`src/rtl/arbitro_pkg.sv`:
```
// Shared encodings and helpers for the virtual-channel arbiter.
package arbitro_pkg;

  typedef enum logic {
    MODE_STRICT = 1'b0,
    MODE_WRR    = 1'b1
  } arb_mode_e;

  function automatic int clog2(input int value);
    int result;
    int span;
    result = 0;
    span   = 1;
    while (span < value) begin
      span   = span << 1;
      result = result + 1;
    end
    return result;
  endfunction

endpackage

```
`src/rtl/arbitro_vc_param_if.sv`:
```
// FIFO-head and destination-side bus of the VC arbiter; master is the arbiter.
interface arbitro_vc_param_if #(
  parameter int DATA_W   = 6,
  parameter int NUM_VC   = 2,
  parameter int NUM_DEST = 2
);

  logic [NUM_VC*DATA_W-1:0]   vc_data;
  logic [NUM_VC-1:0]          vc_empty;
  logic [NUM_VC-1:0]          vc_pop;
  logic [NUM_DEST-1:0]        d_pause;
  logic [NUM_DEST*DATA_W-1:0] d_out;
  logic [NUM_DEST-1:0]        d_valid;

  modport master (
    input  vc_data, vc_empty, d_pause,
    output vc_pop, d_out, d_valid
  );

  modport slave (
    output vc_data, vc_empty, d_pause,
    input  vc_pop, d_out, d_valid
  );

endinterface

```
`src/rtl/arbitro_wrr_sel.sv`:
```
// Rotating-priority finder: first eligible VC at or after 'start', wrapping.
module arbitro_wrr_sel
  import arbitro_pkg::*;
#(
  parameter int NUM_VC = 2,
  localparam int VC_W  = clog2(NUM_VC)
) (
  input  logic [NUM_VC-1:0] elig,
  input  logic [VC_W-1:0]   start,
  output logic              found,
  output logic [VC_W-1:0]   idx
);

  // Scan from farthest to nearest so the nearest eligible VC is written last.
  always_comb begin
    found = 1'b0;
    idx   = start;
    for (int k = NUM_VC - 1; k >= 0; k--) begin
      if (elig[(int'(start) + k) % NUM_VC]) begin
        found = 1'b1;
        idx   = VC_W'((int'(start) + k) % NUM_VC);
      end
    end
  end

endmodule

```
`src/rtl/arbitro_vc_param.sv`:
```
// Strict-priority / weighted-round-robin arbiter from VC FIFO heads to destinations.
// Define ARBITRO_WRR_EN to compile in the WRR pointer, credit and mode logic.
module arbitro_vc_param
  import arbitro_pkg::*;
#(
  parameter int DATA_W   = 6,
  parameter int NUM_VC   = 2,
  parameter int NUM_DEST = 2,
  parameter int WEIGHT_W = 3,
  localparam int DEST_W  = clog2(NUM_DEST),
  localparam int VC_W    = clog2(NUM_VC)
) (
  input  logic                       clk,
  input  logic                       reset_L,
  arbitro_vc_param_if.master         bus,
  input  logic                       arb_mode,
  input  logic [NUM_VC*WEIGHT_W-1:0] vc_weight,
  output logic [VC_W-1:0]            grant_id
);

  logic [NUM_VC-1:0]          elig;
  logic [DATA_W-1:0]          head;
  logic                       strict_found, sel_found;
  logic [VC_W-1:0]            strict_idx, sel_idx, grant_q;
  logic [DATA_W-1:0]          gnt_word;
  logic [DEST_W-1:0]          gnt_dest;
  logic [NUM_DEST*DATA_W-1:0] d_out_q;
  logic [NUM_DEST-1:0]        d_valid_q;

  // A pause blocks its destination in the same cycle it is raised.
  always_comb begin
    elig = '0;
    head = '0;
    for (int i = 0; i < NUM_VC; i++) begin
      head    = bus.vc_data[i*DATA_W +: DATA_W];
      elig[i] = !bus.vc_empty[i] && !bus.d_pause[head[DATA_W-1 -: DEST_W]];
    end
  end

  always_comb begin
    strict_found = 1'b0;
    strict_idx   = '0;
    for (int i = NUM_VC - 1; i >= 0; i--) begin
      if (elig[i]) begin
        strict_found = 1'b1;
        strict_idx   = VC_W'(i);
      end
    end
  end

`ifdef ARBITRO_WRR_EN
  arb_mode_e             mode_q;
  logic [VC_W-1:0]       ptr_q, ptr_d, next_start, wrr_idx, next_idx;
  logic [WEIGHT_W-1:0]   credit_q, credit_d, base, left;
  logic                  wrr_found, next_found;

  function automatic logic [WEIGHT_W-1:0] eff_weight(input logic [VC_W-1:0] vc);
    logic [WEIGHT_W-1:0] w;
    w = vc_weight[vc*WEIGHT_W +: WEIGHT_W];
    return (w == '0) ? WEIGHT_W'(1) : w;
  endfunction

  arbitro_wrr_sel #(.NUM_VC(NUM_VC)) u_sel_grant (
    .elig  (elig),
    .start (ptr_q),
    .found (wrr_found),
    .idx   (wrr_idx)
  );

  assign next_start = (wrr_idx == VC_W'(NUM_VC - 1)) ? '0 : wrr_idx + 1'b1;

  arbitro_wrr_sel #(.NUM_VC(NUM_VC)) u_sel_next (
    .elig  (elig),
    .start (next_start),
    .found (next_found),
    .idx   (next_idx)
  );

  // Zero credit on the pointer VC means "not loaded yet" (after reset).
  always_comb begin
    ptr_d    = ptr_q;
    credit_d = credit_q;
    base     = '0;
    left     = '0;
    if (mode_q == MODE_WRR) begin
      if (wrr_found) begin
        base = (wrr_idx == ptr_q && credit_q != '0) ? credit_q : eff_weight(wrr_idx);
        left = base - 1'b1;
        if (left == '0 && next_found) begin
          ptr_d    = next_idx;
          credit_d = eff_weight(next_idx);
        end else begin
          ptr_d    = wrr_idx;
          credit_d = left;
        end
      end
    end else if (arb_mode == MODE_WRR) begin
      credit_d = eff_weight(ptr_q);
    end
  end

  always_ff @(posedge clk or negedge reset_L) begin
    if (!reset_L) begin
      mode_q   <= MODE_STRICT;
      ptr_q    <= '0;
      credit_q <= '0;
    end else begin
      mode_q   <= arb_mode_e'(arb_mode);
      ptr_q    <= ptr_d;
      credit_q <= credit_d;
    end
  end

  assign sel_found = (mode_q == MODE_WRR) ? wrr_found : strict_found;
  assign sel_idx   = (mode_q == MODE_WRR) ? wrr_idx   : strict_idx;
`else
  logic unused_cfg;
  assign unused_cfg = ^{arb_mode, vc_weight};
  assign sel_found  = strict_found;
  assign sel_idx    = strict_idx;
`endif

  assign gnt_word = bus.vc_data[sel_idx*DATA_W +: DATA_W];
  assign gnt_dest = gnt_word[DATA_W-1 -: DEST_W];

  assign bus.vc_pop = (reset_L && sel_found) ? (NUM_VC'(1) << sel_idx) : '0;

  // Only the granted destination slot is rewritten; the others hold.
  always_ff @(posedge clk or negedge reset_L) begin
    if (!reset_L) begin
      d_out_q   <= '0;
      d_valid_q <= '0;
      grant_q   <= '0;
    end else begin
      d_valid_q <= '0;
      if (sel_found) begin
        d_valid_q[gnt_dest]                <= 1'b1;
        d_out_q[gnt_dest*DATA_W +: DATA_W] <= gnt_word;
        grant_q                            <= sel_idx;
      end
    end
  end

  assign bus.d_out   = d_out_q;
  assign bus.d_valid = d_valid_q;
  assign grant_id    = grant_q;

endmodule

```
`src/flat_wrapper.sv`:
```
// flat-port wrapper written by rule: the top's interface ports become plain ports
module arbitro_vc_param_flat import arbitro_pkg::*;
#(
  parameter int DATA_W   = 6,
  parameter int NUM_VC   = 2,
  parameter int NUM_DEST = 2,
  parameter int WEIGHT_W = 3,
  localparam int DEST_W  = clog2(NUM_DEST),
  localparam int VC_W    = clog2(NUM_VC)
)
  (clk, reset_L, arb_mode, vc_weight, grant_id, bus_vc_data, bus_vc_empty, bus_d_pause, bus_vc_pop, bus_d_out, bus_d_valid);
  arbitro_vc_param_if #(.DATA_W(DATA_W), .NUM_VC(NUM_VC), .NUM_DEST(NUM_DEST)) bus_i ();
  input  logic clk;
  input  logic reset_L;
  input  logic arb_mode;
  input  logic [NUM_VC*WEIGHT_W-1:0] vc_weight;
  output logic [VC_W-1:0] grant_id;
  input wire logic [$bits(bus_i.vc_data)-1:0] bus_vc_data;
  input wire logic [$bits(bus_i.vc_empty)-1:0] bus_vc_empty;
  input wire logic [$bits(bus_i.d_pause)-1:0] bus_d_pause;
  output wire logic [$bits(bus_i.vc_pop)-1:0] bus_vc_pop;
  output wire logic [$bits(bus_i.d_out)-1:0] bus_d_out;
  output wire logic [$bits(bus_i.d_valid)-1:0] bus_d_valid;
  assign bus_i.vc_data = bus_vc_data;
  assign bus_i.vc_empty = bus_vc_empty;
  assign bus_i.d_pause = bus_d_pause;
  assign bus_vc_pop = bus_i.vc_pop;
  assign bus_d_out = bus_i.d_out;
  assign bus_d_valid = bus_i.d_valid;
  arbitro_vc_param #(.DATA_W(DATA_W), .NUM_VC(NUM_VC), .NUM_DEST(NUM_DEST), .WEIGHT_W(WEIGHT_W)) u_core (.clk(clk), .reset_L(reset_L), .bus(bus_i), .arb_mode(arb_mode), .vc_weight(vc_weight), .grant_id(grant_id));
endmodule
```
`config.mk`:
```
export PLATFORM = sky130hd
export DESIGN_NAME = arbitro_vc_param_flat
export DESIGN_NICKNAME = d
export VERILOG_FILES = /design/src/rtl/arbitro_pkg.sv /design/src/rtl/arbitro_vc_param_if.sv /design/src/rtl/arbitro_wrr_sel.sv /design/src/rtl/arbitro_vc_param.sv /design/src/flat_wrapper.sv
export SDC_FILE = /design/constraint.sdc
export NUM_CORES = 1
export LEC_CHECK = 0
export BUFFER_PORTS_ARGS = -buffer_cell sky130_fd_sc_hd__clkbuf_2
export CAP_MARGIN = 20
export CORE_MARGIN = 3
export CORE_UTILIZATION = 30
export CTS_BUF_LIST = sky130_fd_sc_hd__clkbuf_4
export DETAILED_ROUTE_END_ITERATION = 8
export GPL_TIMING_DRIVEN = 1
export PLACE_DENSITY_LB_ADDON = 0.1
export REMOVE_ABC_BUFFERS = 1
export SYNTH_ARGS = -nofsm -noshare
export SYNTH_HDL_FRONTEND = slang
export SYNTH_SLANG_ARGS = --single-unit
```
`constraint.sdc`:
```
create_clock -name clk -period 1.4 [get_ports clk]
set_input_delay 0.14 -clock clk [delete_from_list [all_inputs] [get_ports clk]]
set_output_delay 0.14 -clock clk [all_outputs]
set_load 0.02 [all_outputs]
```
==> impl_metrics.yaml, run 1 <==
place:
  hpwl_mm: 1.63
  gp_congestion: 0.875
  port-buffer-count: 33
synthesis:
  yosysTopAreaCell: "dfrtp_1"
  netlist.area_leader.share: 0.468
  ys_types: 28
  ys.warnings.count: 0
  syn_inst: 76
  syn_area_sq_um: 748
  yosysSeqAreaShare: 0.468
  yosys-top-cells-area: "dfrtp_1 (47%), a31oi_1 (8.4%), a21oi_1 (7.4%)"
  syn_area_per_cell_sq_um: 9.84
  yosys_register_bits: 14
drt:
  remaining_drc_errors: 0
  routed_wl_mm: 1.99
  wire_per_inst_microns: 13.5
  via_per_inst: 4.89
  antenna_left: 0
  num_vias: 719
  first_iter_violations: 14
  dr.pass1.iters: 3
cts:
  clk_latency_ps: 270
  cts_setup_buffers: 0
  cts_buffer_depth: 2
  htreeDepth: 1
  path_clk_slew_ps: 80
  cts_tree: "done"
  numCtsBuffers: 3
  cts-root-buf: "clkbuf_4"
  cts.sinks: 14
worst_setup_path:
  end_kind: "primary output"
  cp.required_ps: 1260
  arrival_ps: 1140
  r2r_end: "u_core.bus.d_out[11]"
  cp_cell_sequence: "clkbuf_2 > or4_4 > a21boi_1 > clkbuf_2"
  rr_worst_depth: 1
  r2r-start: "u_core.bus.d_out[11]"
  cpMostUsedCell: "clkbuf_2"
  crit_path_max_incr_delay_ps: 560
  cp_slowest_cell: "or4_4"
  path_class: "input port to primary output"
  critical_path.max_fanout: 5
  reg2reg_slack_ps: 700
  startpoint_type: "input port"
worst_hold_path:
  hold_start: "bus_vc_data[3]"
  hold_depth: 3
  worstHoldPathType: "input port to flop"
  holdPathEnd: "u_core.bus.d_out[3]"
timing:
  fin_setup_tns_ps: 0
  final_max_slew_viol_count: 0
  finClkSkew_ps: 0
  min_period_over_period: 0.913
  finalSetupViolCount: 0
  finalCriticalPeriod_ps: 1280
  fmax_ghz: 0.782
  rsz0062_at_grt: "false"
  hold_viol: 0
floorplan:
  die_area_sq_um: 3130
  initial_utilization: 0.326
  ios: 42
  core.rowCount: 17
  core_area_sq_um: 2300
  die_width_microns: 55.9
  chipHeight_microns: 55.9
power:
  p_leak_nw: 0.491
  ir_drop_v: 0.000843
  cellPowerDensity_nw_per_um2: 1050
grt:
  gr-usage-all-layers: 0.134
  first_global_vias: 728
  overflow: 0
  grt_antenna_before_repair: 0
  grt_pass1_wl_mm: 3.28
  grt_start_max_net_pins: 15
final_layout:
  syn_to_final_growth_pct: 37.5
  n_antenna_cell: 0
  drive_gt1_frac: 0.462
  final_nets: 146
  final_core_util: 0.448
run_status:
  status: "finished clean"
flow_run:
  drv_cap: 0
cell usage after synthesis:
cell type and n:
and2b_1 1, a21boi_1 1, o32ai_2 1, nor2_1 3, dfrtp_1 14, o32ai_4 1, o21ai_1 6, buf_2 1
nor2_2 1, conb_1 1, buf_4 3, buf_6 1, a21oi_2 1, nand2_1 1, nor3b_2 1, nor2b_1 1
a21oi_1 11, and3_1 1, and2_1 2, o21a_1 1, a31oi_1 10, inv_2 1, nor4_2 1, inv_1 3
or4_1 1, a211oi_1 1, nand3_1 5, or2_1 1
logic make-up after synthesis:
group	after synthesis	share of synthesized area
buffers and inverters	9	0.0719
other	1	0.00501
flip-flops	14	0.468
AND/OR/NAND/NOR	19	0.157
AO/OA/AOI/OAI	33	0.298
cell usage in the layout, fill, tap and decap left out, drive strengths merged:
| cell type | synthesis | final |
|---|---|---|
| clkbuf | 0 | 36 |
| and2 | 2 | 2 |
| or2 | 1 | 1 |
| o21ai | 6 | 6 |
| and2b | 1 | 1 |
| a211oi | 1 | 1 |
| o21a | 1 | 1 |
| inv | 4 | 4 |
| nor2 | 4 | 4 |
| buf | 5 | 11 |
| and3 | 1 | 1 |
| a31oi | 10 | 10 |
| conb | 1 | 1 |
| o32ai | 2 | 2 |
| a21oi | 12 | 12 |
| nor4 | 1 | 1 |
| or4 | 1 | 1 |
| dfrtp | 14 | 14 |
| nand2 | 1 | 1 |
| nor2b | 1 | 1 |
| dlygate4sd3 | 0 | 1 |
| nand3 | 5 | 5 |
| a21boi | 1 | 1 |
| nor3b | 1 | 1 |
per-stage QoR:
stage | setup slack [ps] | power, mW | area [sq um] | hold slack, ps | instances
detailed placement | 36.0 | 0.868 | 992 | 128 | 143
global placement | 19.6 | 0.868 | 992 | 120 | 143
finish | 122 | 1.08 | 1030 | 158 | 147
global route | 33.2 | 1.15 | 1030 | 161 | 147
CTS | 67.6 | 1.09 | 1020 | 150 | 147
floorplan | 135 | 0.701 | 709 | -156 | 71
where the power goes:
| group | total, mW | internal, mW | switching, mW |
|---|---|---|---|
| Clock | 0.219 | 0.0996 | 0.119 |
| Combinational | 0.362 | 0.140 | 0.223 |
| Sequential | 0.498 | 0.467 | 0.0310 |
layout make-up:
type	count	area, sq um
inverters	4	15.0
flip-flops and latches	14	350
multi-input cells	53	348
repair buffers	45	258
well taps	28	35.0
clock buffers	3	22.5
fillers	247	1270
worst max-delay path, delay by kind of cell:
kind,cells,cell delay (ps)
AND/OR/NAND/NOR,1,560
AO/OA/AOI/OAI,1,140
buffers and inverters,2,300
sequential cells by signal (all words and copies together), names as in the netlist:
signal / count
u_core.bus.d_out: 11
u_core.bus.d_valid: 2
u_core.grant_id: 1
metal layers:
| metal | track usage | part of all wire |
|---|---|---|
| met4 | 0.0305 | 0.0060 |
| met1 | 0.174 | 0.46 |
| met5 | 0 | 0 |
| met2 | 0.218 | 0.48 |
| met3 | 0.0441 | 0.054 |
timing repair:
action	in CTS	in global routing
endpoints found under the setup margin	0	1
hold buffers	1	0
hold endpoints to repair	14	0
gates resized for setup	0	1
worst max-delay path by stage:
stage                    startpoint  cells past startpoint                   to  slack [ps]
global route        bus_vc_data[11]                      7        bus_vc_pop[1]          30
global placement     bus_d_pause[1]                      6  u_core.bus.d_out[9]          20
finish               bus_d_pause[0]                      4        bus_vc_pop[1]         120
floorplan            bus_d_pause[0]                      2        bus_vc_pop[1]         140
detailed placement   bus_d_pause[0]                      5  u_core.bus.d_out[4]          40
CTS                  bus_d_pause[0]                      4        bus_vc_pop[1]          70
Note: power is estimated with default switching activity, not from simulation.
==> run 2, diff against run 1 <==
==> constraint.sdc (replaced) <==
create_clock -name clk -period 1.4 [get_ports clk]
set_input_delay 0.28 -clock clk [delete_from_list [all_inputs] [get_ports clk]]
set_output_delay 0.28 -clock clk [all_outputs]
set_load 0.02 [all_outputs]
==> impl_metrics.yaml, run 2 (synthesis results as in run 1) <==
run_status:
  status: "finished with violations"
  violations: "setup timing"
final_layout:
  fin_area_sq_um: 1120
  layout_commonest_cell: "clkbuf_2"
  final_cell_mix: "clkbuf_2 (30), buf_4 (15), dfrtp_1 (14)"
  drive_gt1_frac: 0.520
  fillCellCount: 227
  layout.cells.non_filler: 153
  syn_to_final_growth_pct: 50.2
  final_nets: 151
  n_antenna_cell: 0
  largest_register_ffs: 11
timing:
  fmax_ghz: 0.672
  finClkSkew_ps: 0
  rsz0062_at_grt: "true"
  final_max_slew_viol_count: 0
  finalSetupViolCount: 1
  layout_setup_ws_ps: -88.5
  min_period_over_period: 1.06
  whs_ps: 288
  finalCriticalPeriod_ps: 1490
  hold_viol: 0
cts:
  htreeDepth: 1
  path_clk_slew_ps: 80
  cts.sinks: 14
  cts_tree: "done"
  cts-root-buf: "clkbuf_4"
  clk_latency_ps: 270
  numCtsBuffers: 3
  cts_buffer_depth: 2
drt:
  antenna_left: 0
  first_iter_violations: 9
  wire_per_inst_microns: 13.7
  via_per_inst: 4.95
  dr.pass1.iters: 4
  num_vias: 757
  remaining_drc_errors: 0
  routed_wl_mm: 2.10
worst_setup_path:
  crit_start: "bus_vc_data[11]"
  crit_cells: 4
  cp_slowest_cell: "or4_4"
  critical_path.max_fanout: 2
  path_class: "input port to primary output"
  cpMostUsedCell: "buf_6"
  end_kind: "primary output"
  cp_cell_sequence: "buf_6 > or4_4 > a21boi_2 > buf_6"
  crit_buf_inv: 2
  arrival_ps: 1210
  cp.required_ps: 1120
  crit_path_max_incr_delay_ps: 530
  r2r_end: "u_core.bus.d_out[6]"
  crit_end: "bus_vc_pop[1]"
  reg2reg_slack_ps: 680
  path_delay_family: "simple AND/OR/NAND/NOR gates"
  rr_worst_depth: 2
  startpoint_type: "input port"
  r2r-start: "u_core.bus.d_out[6]"
floorplan:
  chipHeight_microns: 55.9
  die_area_sq_um: 3130
  die_width_microns: 55.9
  initial_utilization: 0.326
  core.rowCount: 17
  core_area_sq_um: 2300
  ios: 42
place:
  postPlaceCellArea_sq_um: 1010
  gp_congestion: 0.855
  dpl_worst_slack_ps: -119
  hpwl_mm: 1.65
  place_inst: 145
  port-buffer-count: 33
power:
  p_sw_mw: 0.393
  pwr-share-clk: 0.206
  cellPowerDensity_nw_per_um2: 1000
  pwr-share-comb: 0.351
  swShare: 0.349
  p_leak_nw: 0.532
  power.internal_mw: 0.732
  ir_drop_v: 0.000840
  total_power_mw: 1.12
  seqPwrFrac: 0.443
grt:
  overflow: 0
  gr-usage-all-layers: 0.135
  grt_pass1_wl_mm: 3.26
  first_global_vias: 720
  grt_antenna_before_repair: 0
  grt_start_max_net_pins: 15
worst_hold_path:
  worstHoldPathType: "input port to flop"
flow_run:
  drv_cap: 0
-- run 2: worst min path at each step --
stage	startpoint	to	slack (ps)	cells after the start
final	bus_vc_data[0]	u_core.bus.d_out[0]	290	3
after global routing	bus_vc_data[0]	u_core.bus.d_out[0]	280	3
after CTS	bus_vc_data[0]	u_core.bus.d_out[0]	280	3
after detailed placement	reset_L	u_core.grant_id	270	2
after global placement	reset_L	u_core.grant_id	260	2
after floorplan	reset_L	u_core.bus.d_out[0]	-20	0
-- run 2: final cells by class --
cell class,instances,area (sq um),share of cell area
clock buffer,3,22.5,0.0200
clock inverter,1,3.75,0.00334
inverter,4,15.0,0.0134
multi-input combinational,53,377,0.335
sequential,14,350,0.312
tap,28,35.0,0.0312
timing repair buffer,50,320,0.285
-- run 2: repair_timing --
action,in CTS,in global routing
hold buffers,1,0
setup endpoints to repair,2,2
gates resized for setup,6,9
setup buffers,2,1
hold endpoints to repair,14,0
pin swaps,4,4
-- run 2: metrics by stage --
stage	setup TNS, ps	utilization
finish	-88.5	0.489
global route	-110	0.489
CTS	-114	0.470
detailed placement	-326	0.438
global placement	-410	0.438
floorplan	-145	-
-- run 2: power groups by stage --
| stage | clock [mW] | combinational (mW) | sequential [mW] |
|---|---|---|---|
| after CTS | 0.240 | 0.382 | 0.501 |
| final | 0.231 | 0.394 | 0.499 |
| after detailed placement | 0 | 0.366 | 0.509 |
| after global placement | 0 | 0.365 | 0.508 |
| after floorplan | 0 | 0.115 | 0.586 |
| after global routing | 0.263 | 0.426 | 0.510 |
-- run 2: per-layer routing --
metal | vias up | track usage | wire [microns]
met3 | 2 | 0.0371 | 92
met2 | 18 | 0.231 | 1070
li1 | 382 | - | -
met4 | 0 | 0.0305 | 14
met5 | - | 0 | 0
met1 | 355 | 0.169 | 930
-- run 2: worst reg2reg max path, stage by stage (launching register included) --
cell and delay (ps):
dfrtp_1 390, a21oi_1 140, a31oi_1 70
==> run 3, diff against run 2 <==
--- a/config.mk
+++ b/config.mk
@@ -9,7 +9,6 @@
 export CAP_MARGIN = 20
 export CORE_MARGIN = 3
 export CORE_UTILIZATION = 30
-export CTS_BUF_LIST = sky130_fd_sc_hd__clkbuf_4
 export DETAILED_ROUTE_END_ITERATION = 8
 export GPL_TIMING_DRIVEN = 1
 export PLACE_DENSITY_LB_ADDON = 0.1
==> impl_metrics.yaml, run 3 (synthesis results as in run 1) <==
power:
  p_sw_mw: 0.396
  swShare: 0.335
  power.internal_mw: 0.786
  ir_drop_v: 0.000810
  seqPwrFrac: 0.422
  pwr-share-comb: 0.333
  cellPowerDensity_nw_per_um2: 1040
  p_leak_nw: 0.537
  pwr-share-clk: 0.244
final_layout:
  largest_register_ffs: 11
  multi_input_area_sq_um: 377
  fin_area_sq_um: 1130
  drive_gt1_frac: 0.528
  final_cell_mix: "clkbuf_2 (30), buf_4 (15), dfrtp_1 (14)"
  n_antenna_cell: 0
  final_nets: 151
  fillCellCount: 228
  syn_to_final_growth_pct: 51.5
  layout_commonest_cell: "clkbuf_2"
  seq_area_sq_um: 350
  final_core_util: 0.493
worst_setup_path:
  startpoint_type: "input port"
  reg2reg_slack_ps: 680
  r2r-start: "u_core.bus.d_out[6]"
  critical_path.max_fanout: 2
  end_kind: "primary output"
  path_delay_family: "simple AND/OR/NAND/NOR gates"
  arrival_ps: 1210
  crit_path_max_incr_delay_ps: 530
  r2r_end: "u_core.bus.d_out[6]"
  crit_buf_inv: 2
  cp_cell_sequence: "buf_6 > or4_4 > a21boi_2 > buf_6"
  cpMostUsedCell: "buf_6"
  rr_worst_depth: 2
  cp_slowest_cell: "or4_4"
  path_class: "input port to primary output"
  cp.required_ps: 1120
floorplan:
  die_area_sq_um: 3130
  core_area_sq_um: 2300
  chipHeight_microns: 55.9
  ios: 42
  core.rowCount: 17
  initial_utilization: 0.326
  die_width_microns: 55.9
place:
  hpwl_mm: 1.65
  port-buffer-count: 33
  dpl_worst_slack_ps: -119
  gp_congestion: 0.855
  postPlaceCellArea_sq_um: 1010
timing:
  fmax_ghz: 0.672
  final_max_slew_viol_count: 0
  hold_viol: 0
  finClkSkew_ps: 0
  finalSetupViolCount: 1
  layout_setup_ws_ps: -88.5
  min_period_over_period: 1.06
  rsz0062_at_grt: "true"
  finalCriticalPeriod_ps: 1490
  whs_ps: 284
grt:
  first_global_vias: 725
  grt_start_max_net_pins: 15
  overflow: 0
  grt_antenna_before_repair: 0
  gr-usage-all-layers: 0.135
  grt_pass1_wl_mm: 3.25
drt:
  antenna_left: 0
  dr.pass1.iters: 4
  num_vias: 757
  first_iter_violations: 9
  routed_wl_mm: 2.11
  via_per_inst: 4.95
  wire_per_inst_microns: 13.8
  remaining_drc_errors: 0
worst_hold_path:
  hold_start: "bus_vc_data[0]"
  hold_depth: 3
  holdPathEnd: "u_core.bus.d_out[0]"
  worstHoldPathType: "input port to flop"
cts:
  numCtsBuffers: 3
  clk_latency_ps: 270
  cts_buffer_depth: 2
  cts.sinks: 14
  cts_tree: "done"
  cts-root-buf: "clkbuf_4"
  path_clk_slew_ps: 90
  htreeDepth: 1
flow_run:
  drv_cap: 0
run_status:
  violations: "setup timing"
  status: "finished with violations"
==> run 3: cell type report <==
type | instances | share of cell area
Clock buffer | 4 | 0.0320
Inverter | 4 | 0.0132
Multi-Input combinational cell | 53 | 0.332
Sequential cell | 14 | 0.309
Tap cell | 28 | 0.0309
Timing Repair Buffer | 50 | 0.283
==> run 3: per-stage QoR <==
step | total power [mW] | TNS [ps] | std cells
after floorplan | 0.701 | -145 | 71
after global placement | 0.873 | -410 | 145
after detailed placement | 0.875 | -326 | 145
after CTS | 1.18 | -114 | 152
after global routing | 1.25 | -110 | 153
final | 1.18 | -88.5 | 153
==> run 3: how the worst max path moves through the flow <==
stage | from | end | slack [ps] | cells after the start
floorplan | bus_d_pause[0] | bus_vc_pop[1] | -140 | 2
global placement | bus_d_pause[0] | bus_vc_pop[1] | -130 | 4
detailed placement | bus_d_pause[0] | bus_vc_pop[1] | -120 | 4
CTS | bus_vc_empty[1] | bus_vc_pop[1] | -110 | 4
global route | bus_vc_data[11] | bus_vc_pop[1] | -110 | 4
finish | bus_vc_data[11] | bus_vc_pop[1] | -90 | 4
==> run 3: layer usage <==
metal  vias to the layer above  GRT usage  wire length, microns
met3                         2     0.0371                    91
li1                        381          -                     -
met1                       356      0.169                   948
met4                         0     0.0305                    14
met5                         -          0                     0
met2                        18      0.230                  1050
==> run 3: repair_timing <==
item	4_1_cts	5_1_grt
buffers inserted	2	1
hold buffers	1	0
resized for setup	6	9
setup endpoints to repair	2	2
hold endpoints to repair	14	0
pin swaps	4	4
==> run 3: worst register-to-register path: cells and delay by family (launching register included) <==
kind	cells	cell delay, ps
AO/OA/AOI/OAI	2	210
flip-flops	1	390
==> run 3: power groups by stage <==
stage               Combinational (mW)  Sequential, mW  Clock (mW)
floorplan                        0.115           0.586           0
global placement                 0.365           0.508           0
detailed placement               0.366           0.509           0
CTS                              0.382           0.501       0.298
global route                     0.426           0.510       0.318
finish                           0.394           0.499       0.289
